$ cat config.mk
export PLATFORM = sky130hd
export DESIGN_NAME = multiplier
export DESIGN_NICKNAME = d
export VERILOG_FILES = /design/src/rtl/multiplier.sv
export SDC_FILE = /design/constraint.sdc
export NUM_CORES = 1
export LEC_CHECK = 0
export BUFFER_PORTS_ARGS = -buffer_cell sky130_fd_sc_hd__buf_2
export CAP_MARGIN = 20
export CORE_MARGIN = 5
export CORE_UTILIZATION = 58
export DETAILED_ROUTE_END_ITERATION = 8
export PLACE_DENSITY_LB_ADDON = 0.05
export REMOVE_ABC_BUFFERS = 1
export SYNTH_ARGS = -nofsm -noshare
export SYNTH_HDL_FRONTEND = slang
export SYNTH_SLANG_ARGS = --single-unit
$ cat constraint.sdc
create_clock -name clk -period 3.4 [get_ports clk]
set_input_delay 0.17 -clock clk [delete_from_list [all_inputs] [get_ports clk]]
set_output_delay 0.17 -clock clk [all_outputs]
set_load 0.01 [all_outputs]
$ cat src/rtl/multiplier.sv
// Sequential signed multiplier, radix-2 Booth. Operands arrive serially on
// data_in (multiplicand, then multiplier); the 2*SIZE-bit product comes out with a done pulse.
module multiplier #(
    parameter int SIZE = 8
) (
    input  logic                clk,
    input  logic                reset,
    input  logic                start,
    input  logic [SIZE-1:0]     data_in,
    output logic [2*SIZE-1:0]   data_out,
    output logic                done
);

    localparam int CW = $clog2(SIZE + 1);

    typedef enum logic [2:0] {
        IDLE,
        LOAD_M,
        LOAD_Q,
        RUN,
        DONE
    } state_t;

    state_t              state_q, state_d;
    logic [SIZE:0]       m_q, m_d;
    logic [SIZE:0]       a_q, a_d;
    logic [SIZE-1:0]     q_q, q_d;
    logic                q1_q, q1_d;
    logic [CW-1:0]       count_q, count_d;
    logic [2*SIZE-1:0]   data_out_q, data_out_d;
    logic                done_q, done_d;
    logic [SIZE:0]       sum;

    // One extra bit in A and M keeps -M representable for the most negative multiplicand.
    always_comb begin
        case ({q_q[0], q1_q})
            2'b01:   sum = a_q + m_q;
            2'b10:   sum = a_q - m_q;
            default: sum = a_q;
        endcase
    end

    always_comb begin
        state_d    = state_q;
        m_d        = m_q;
        a_d        = a_q;
        q_d        = q_q;
        q1_d       = q1_q;
        count_d    = count_q;
        data_out_d = data_out_q;
        done_d     = 1'b0;

        case (state_q)
            IDLE: begin
                if (start) begin
                    state_d = LOAD_M;
                end
            end
            LOAD_M: begin
                m_d     = {data_in[SIZE-1], data_in};
                state_d = LOAD_Q;
            end
            LOAD_Q: begin
                q_d     = data_in;
                a_d     = '0;
                q1_d    = 1'b0;
                count_d = CW'(SIZE);
                state_d = RUN;
            end
            RUN: begin
                a_d     = {sum[SIZE], sum[SIZE:1]};
                q_d     = {sum[0], q_q[SIZE-1:1]};
                q1_d    = q_q[0];
                count_d = count_q - CW'(1);
                if (count_q == CW'(1)) begin
                    state_d = DONE;
                end
            end
            DONE: begin
                data_out_d = {a_q[SIZE-1:0], q_q};
                done_d     = 1'b1;
                state_d    = IDLE;
            end
            default: begin
                state_d = IDLE;
            end
        endcase
    end

    always_ff @(posedge clk or negedge reset) begin
        if (!reset) begin
            state_q    <= IDLE;
            m_q        <= '0;
            a_q        <= '0;
            q_q        <= '0;
            q1_q       <= 1'b0;
            count_q    <= '0;
            data_out_q <= '0;
            done_q     <= 1'b0;
        end else begin
            state_q    <= state_d;
            m_q        <= m_d;
            a_q        <= a_d;
            q_q        <= q_d;
            q1_q       <= q1_d;
            count_q    <= count_d;
            data_out_q <= data_out_d;
            done_q     <= done_d;
        end
    end

    assign data_out = data_out_q;
    assign done     = done_q;

endmodule

After elaboration in Yosys (flattened, before gate mapping)
Index checks and enable logic that the tools add are counted.
{"block": "word_totals", "mem_count": 0, "word_cells": 32, "out_inout_bits": 17, "ram_bits": 0, "in_bits": 11, "latchBits": 0, "mem_bits_ro": 0, "regBits": 50}
{"block": "classes", "n_reduce_logical": 3, "n_shift": 0, "n_addsub": 3, "multipliers": 0, "n_bitwise": 0, "n_lt_le_gt_ge": 0, "eq_ne": 9, "div_mod_pow": 0, "mux": 9}
{"operator": "case mux 9 bit (2 select lines)", "n": 2}
{"operator": "case mux 8 bit (2 select lines)", "n": 1}
{"operator": "case mux 3 bit (4 select lines)", "n": 1}
{"operator": "adder 9 bit", "n": 1}
{"operator": "subtractor 9 bit", "n": 1}
{"operator": "case mux 4 bit (2 select lines)", "n": 1}
{"operator": "== test 3 x 2 -> 1 bit, second input constant", "n": 2}
{"operator": "2-to-1 mux 3 bit", "n": 2}
{"operator": "== test 4 x 1 -> 1 bit, second input constant", "n": 1}
{"operator": "!= test 2 bit, second input constant", "n": 2}
{"operator": "subtractor 4 x 1 -> 4 bit, second input constant", "n": 1}
{"operator": "== test 3 x 1 -> 1 bit, second input constant", "n": 1}
{"operator": "== test 3 bit, second input constant", "n": 1}
{"operator": "zero test 3 bit", "n": 1}
{"operator": "== test 2 x 1 -> 1 bit, second input constant", "n": 1}
{"operator": "== test 2 bit, second input constant", "n": 1}
{"operator": "case mux 1 bit (2 select lines)", "n": 1}
{"operator": "AND reduction 2 bit", "n": 1}
{"operator": "nonzero test 2 bit", "n": 1}
{"operator": "2-to-1 mux 1 bit", "n": 1}

Logic depth before layout (Yosys ltp)
{"block": "logic_depth", "depth_word": 3, "ltp_mapped": 12, "mapped_depth_nobuf": 11}

Least setup slack after synthesis
Ideal clock, no wire load.
{"block": "synth_path", "path_type": "flip-flop to flip-flop", "start": "register q1_q", "end": "register a_q[5]", "slack_ns": 0.933, "stages_incl_launch_ff": 11, "setup_time_ns": 0.143, "arrival_time_ns": 2.324, "period_less_slack_ns": 2.467, "n_path_buf": 1, "required_time_ns": 3.257, "path_cell_list": "dfrtp_1 -> inv_1 -> ha_1 -> buf_6 -> mux2_2 -> fa_1 -> nand2b_1 -> a21oi_1 -> o32ai_1 -> o41ai_1 -> a22oi_1"}
{"block": "synth_between", "elab_chain_len": 3, "elab_cells_between_ends": 4, "cone_classes": "eq/ne: 2; mux: 2"}
{"element": "start: declaration", "line": "28", "source": "logic q1_q, q1_d;"}
{"element": "start signal: assignment", "line": "105", "source": "q1_q <= q1_d;"}
{"element": "== test 2 bit / == test 2 x 1 -> 1 bit (equally long branches)", "line": "36", "source": "case ({q_q[0], q1_q})"}
{"element": "case mux 9 bit (2 select lines) (*)", "line": "36"}
{"element": "case mux 9 bit (2 select lines) (*)", "line": "53", "source": "case (state_q)"}
{"element": "end signal: assignment", "line": "94", "source": "a_q <= '0;"}
{"element": "end signal: assignment", "line": "103", "source": "a_q <= a_d;"}
{"element": "end: declaration", "line": "26", "source": "logic [SIZE:0] a_q, a_d;"}
Mark *: on every way between the ends. The rest lies on a longest branch, timed or not.
A chain may end at the register's enable or synchronous reset.

Final worst setup path
Ends and elaborated chain as after synthesis.

==> impl_metrics.yaml <==
clock_network:
  cts_tree: "built"
  numCtsBuffers: 5
  cts_hold_buf: 1
  cts_htree_levels: 2
  post_cts_buffers: 0
  clock_path_buffers: 2
  cts.sinks: 49
  clock_latency_ns: 0.29
  root_buffer: "clkbuf_8"
  path_clk_slew_ns: 0.09
  cts_resized: 0
synthesis:
  netlist_area_um2: 2658
  avgSynthCellArea_um2: 10.59
  synth_common_cells: "dfrtp_1 (49), mux2_2 (24), nor2_1 (22)"
  synthAdderAreaFrac: 0.06403
  synth-simple-area-share: 0.1266
  synthArstFlopShare: 1.000
  synth_cell_types: 45
  synth-xor-area-share: 0.02637
  synth_top_area_cell: "dfrtp_1"
  synth_cells: 251
  synth_edf_count: 0
  ys_ff_latch: 49
  synth_top_family_by_area: "compound AO/OA/AOI/OAI gates"
  synth_warnings: 0
  yosysMostFrequentCell: "dfrtp_1"
  yosys-mux-area-fraction: 0.1356
  synth_compound_area_frac: 0.1370
  synth_area_leaders: "dfrtp_1 (46%), mux2_2 (10%), ha_1 (5.6%)"
  ys.flop_type: "dfrtp_1"
  yosysSeqAreaShare: 0.4614
  synth_top_area_share: 0.4614
sta:
  fin_ws_ns: 0.6283
  rsz0062_at_grt: "false"
  final.period_utilization: 0.8152
  setup_violations: 0
  finalSetupTns_ns: 0
  layout_min_cycle_time_ns: 2.772
  fin_skew_ns: 0.006756
  worstMarginPinSlew_ns: 0.8894
  fmax_mhz: 360.8
  drv_slew: 0
  slew_headroom: 0.4071
  hold_viol_final: 0
grt:
  grt_use_total: 0.1763
  first_global_vias: 1860
  antenna_found_initial: 0
  grt_max_degree: 31
  grt_pass1_wl_um: 8769
  overflow: 0
floorplan:
  rows: 24
  dieArea_um2: 6036
  die_width_um: 77.69
  die_h_um: 77.69
  core_area_um2: 4414
  num_io_pins: 28
  initial_core_util: 0.6020
worst_setup_path:
  cp_data_arrival_time_ns: 2.94
  r2r_setup_slack_ns: 0.63
  worstSetupPathType: "reg2reg"
  cp-end-kind: "register"
  r2r_start: "q1_q$_DFFE_PN0N_"
  path_cells: "inv_1 > ha_1 > mux2_2 > fa_1 > nand2b_1 > a21oi_1 > o32ai_1 > o41ai_1 > a22oi_1"
  r2r_cells: 9
  cpMaxStageDelayCell: "fa_1"
  start_kind: "register"
  cpPeakStageDelay_ns: 0.42
  reg2reg_to: "a_q[5]$_DFFE_PN0N_"
  crit_buf_inv: 1
  critPathRequiredTime_ns: 3.57
  critical-path-top-delay-family: "compound AO/OA/AOI/OAI gates"
  cp_max_fo: 9
routing:
  first_iter_violations: 71
  met2_length_um: 2309
  vias_per_cell: 5.688
  wl_met1_um: 2290
  drtAntennaViolNets: 0
  drc_errors: 0
  wl_met3_um: 204
  route.vias.total: 1877
  drtPass1Iterations: 4
  top_layer: "met4"
  wirelength_um: 4858
  wl_per_cell_um: 14.72
hold_path:
  hp-start: "data_in[0]"
  hold_path_end: "m_q[0]$_DFFE_PN0P_"
  whs_path_depth: 3
  hp-class: "in2reg"
finish:
  utilization: 0.6542
  area_growth_pct: 8.663
  drive_above_1_share: 0.2338
  layout.nets: 301
  antenna_cells: 0
status:
  status: "complete, no violations"
place:
  dp_hpwl_um: 3542
  numPortBuffers: 27
  globalplace.congestion: 0.8323
  pre_cts_slack_ns: 0.6586
run:
  max_cap_viol_count: 0
[layout by cell type (no fill, tap or decap), types with 2 or more instances in the layout]
| master | instances |
|---|---|
| a22oi_1 | 2 |
| nand3_1 | 5 |
| nor3_1 | 5 |
| xnor2_1 | 7 |
| dfrtp_1 | 49 |
| clkbuf_8 | 7 |
| a21o_1 | 2 |
| ha_1 | 12 |
| or3_1 | 2 |
| o21a_1 | 2 |
| mux2i_1 | 9 |
| nor2_1 | 22 |
| buf_2 | 27 |
| o21ai_0 | 21 |
| inv_1 | 9 |
| nand2b_1 | 6 |
| o22ai_1 | 2 |
| a21oi_1 | 11 |
| nand3b_1 | 2 |
| o211ai_1 | 3 |
| buf_4 | 2 |
| nor2b_1 | 3 |
| nand2_1 | 21 |
| a211oi_1 | 2 |
| mux2_2 | 24 |
[stage by stage]
stage	hold WS, ns	area, µm²	instances
2_1_floorplan	-0.1256	2561	240
3_3_place_gp	0.1406	2776	321
3_5_place_dp	0.1448	2776	321
4_1_cts	0.1086	2888	330
5_1_grt	0.1083	2888	330
6_report	0.1147	2888	330
[logic make-up (layout without fill, tap and decap cells)]
group / count (synthesis) / in the layout
adders and majority gates: 13 / 13
and+or+nand+nor: 71 / 71
AOI/OAI and AO/OA: 57 / 57
muxes: 33 / 33
DFF: 49 / 49
buffers and inverters: 20 / 47
xor gates and xnor gates: 8 / 8
[worst max-delay path by stage]
stage                      from                 end  slack [ns]  cells after the start
2_1_floorplan  q1_q$_DFFE_PN0N_  a_q[5]$_DFFE_PN0N_        0.89                      9
3_3_place_gp   q1_q$_DFFE_PN0N_  a_q[5]$_DFFE_PN0N_        0.73                      9
3_5_place_dp   q1_q$_DFFE_PN0N_  a_q[5]$_DFFE_PN0N_        0.66                      9
4_1_cts        q1_q$_DFFE_PN0N_  a_q[5]$_DFFE_PN0N_        0.63                      9
5_1_grt        q1_q$_DFFE_PN0N_  a_q[5]$_DFFE_PN0N_        0.47                      9
6_report       q1_q$_DFFE_PN0N_  a_q[5]$_DFFE_PN0N_        0.63                      9
[cell type report]
class | instances | area [µm²]
clock inverters | 1 | 5.005
flip-flops and latches | 49 | 1226
well taps | 52 | 65.06
inverters | 9 | 33.78
fillers | 370 | 1526
repair buffers | 30 | 160.2
clock buffers | 7 | 96.34
multi-input cells | 182 | 1301
[metal layers]
layer | GRT usage | up-vias
met5 | 0 | -
met4 | 0.04639 | 0
met3 | 0.03125 | 6
met2 | 0.2905 | 41
met1 | 0.2399 | 883
li1 | - | 947
[registers in the layout, summed over array words and instances (netlist names)]
register / flops
done: 1
q_q: 8
count_q: 4
state_q: 3
q1_q: 1
data_out: 16
m_q: 8
a_q: 8
[worst min-delay path, stage by stage]
cell and delay [ns]:
buf_2 0.10, nand2_1 0.04, o21ai_0 0.06
Power is not shown: default switching activity piles up to over one toggle a cycle in this logic, so the estimate is an artifact.
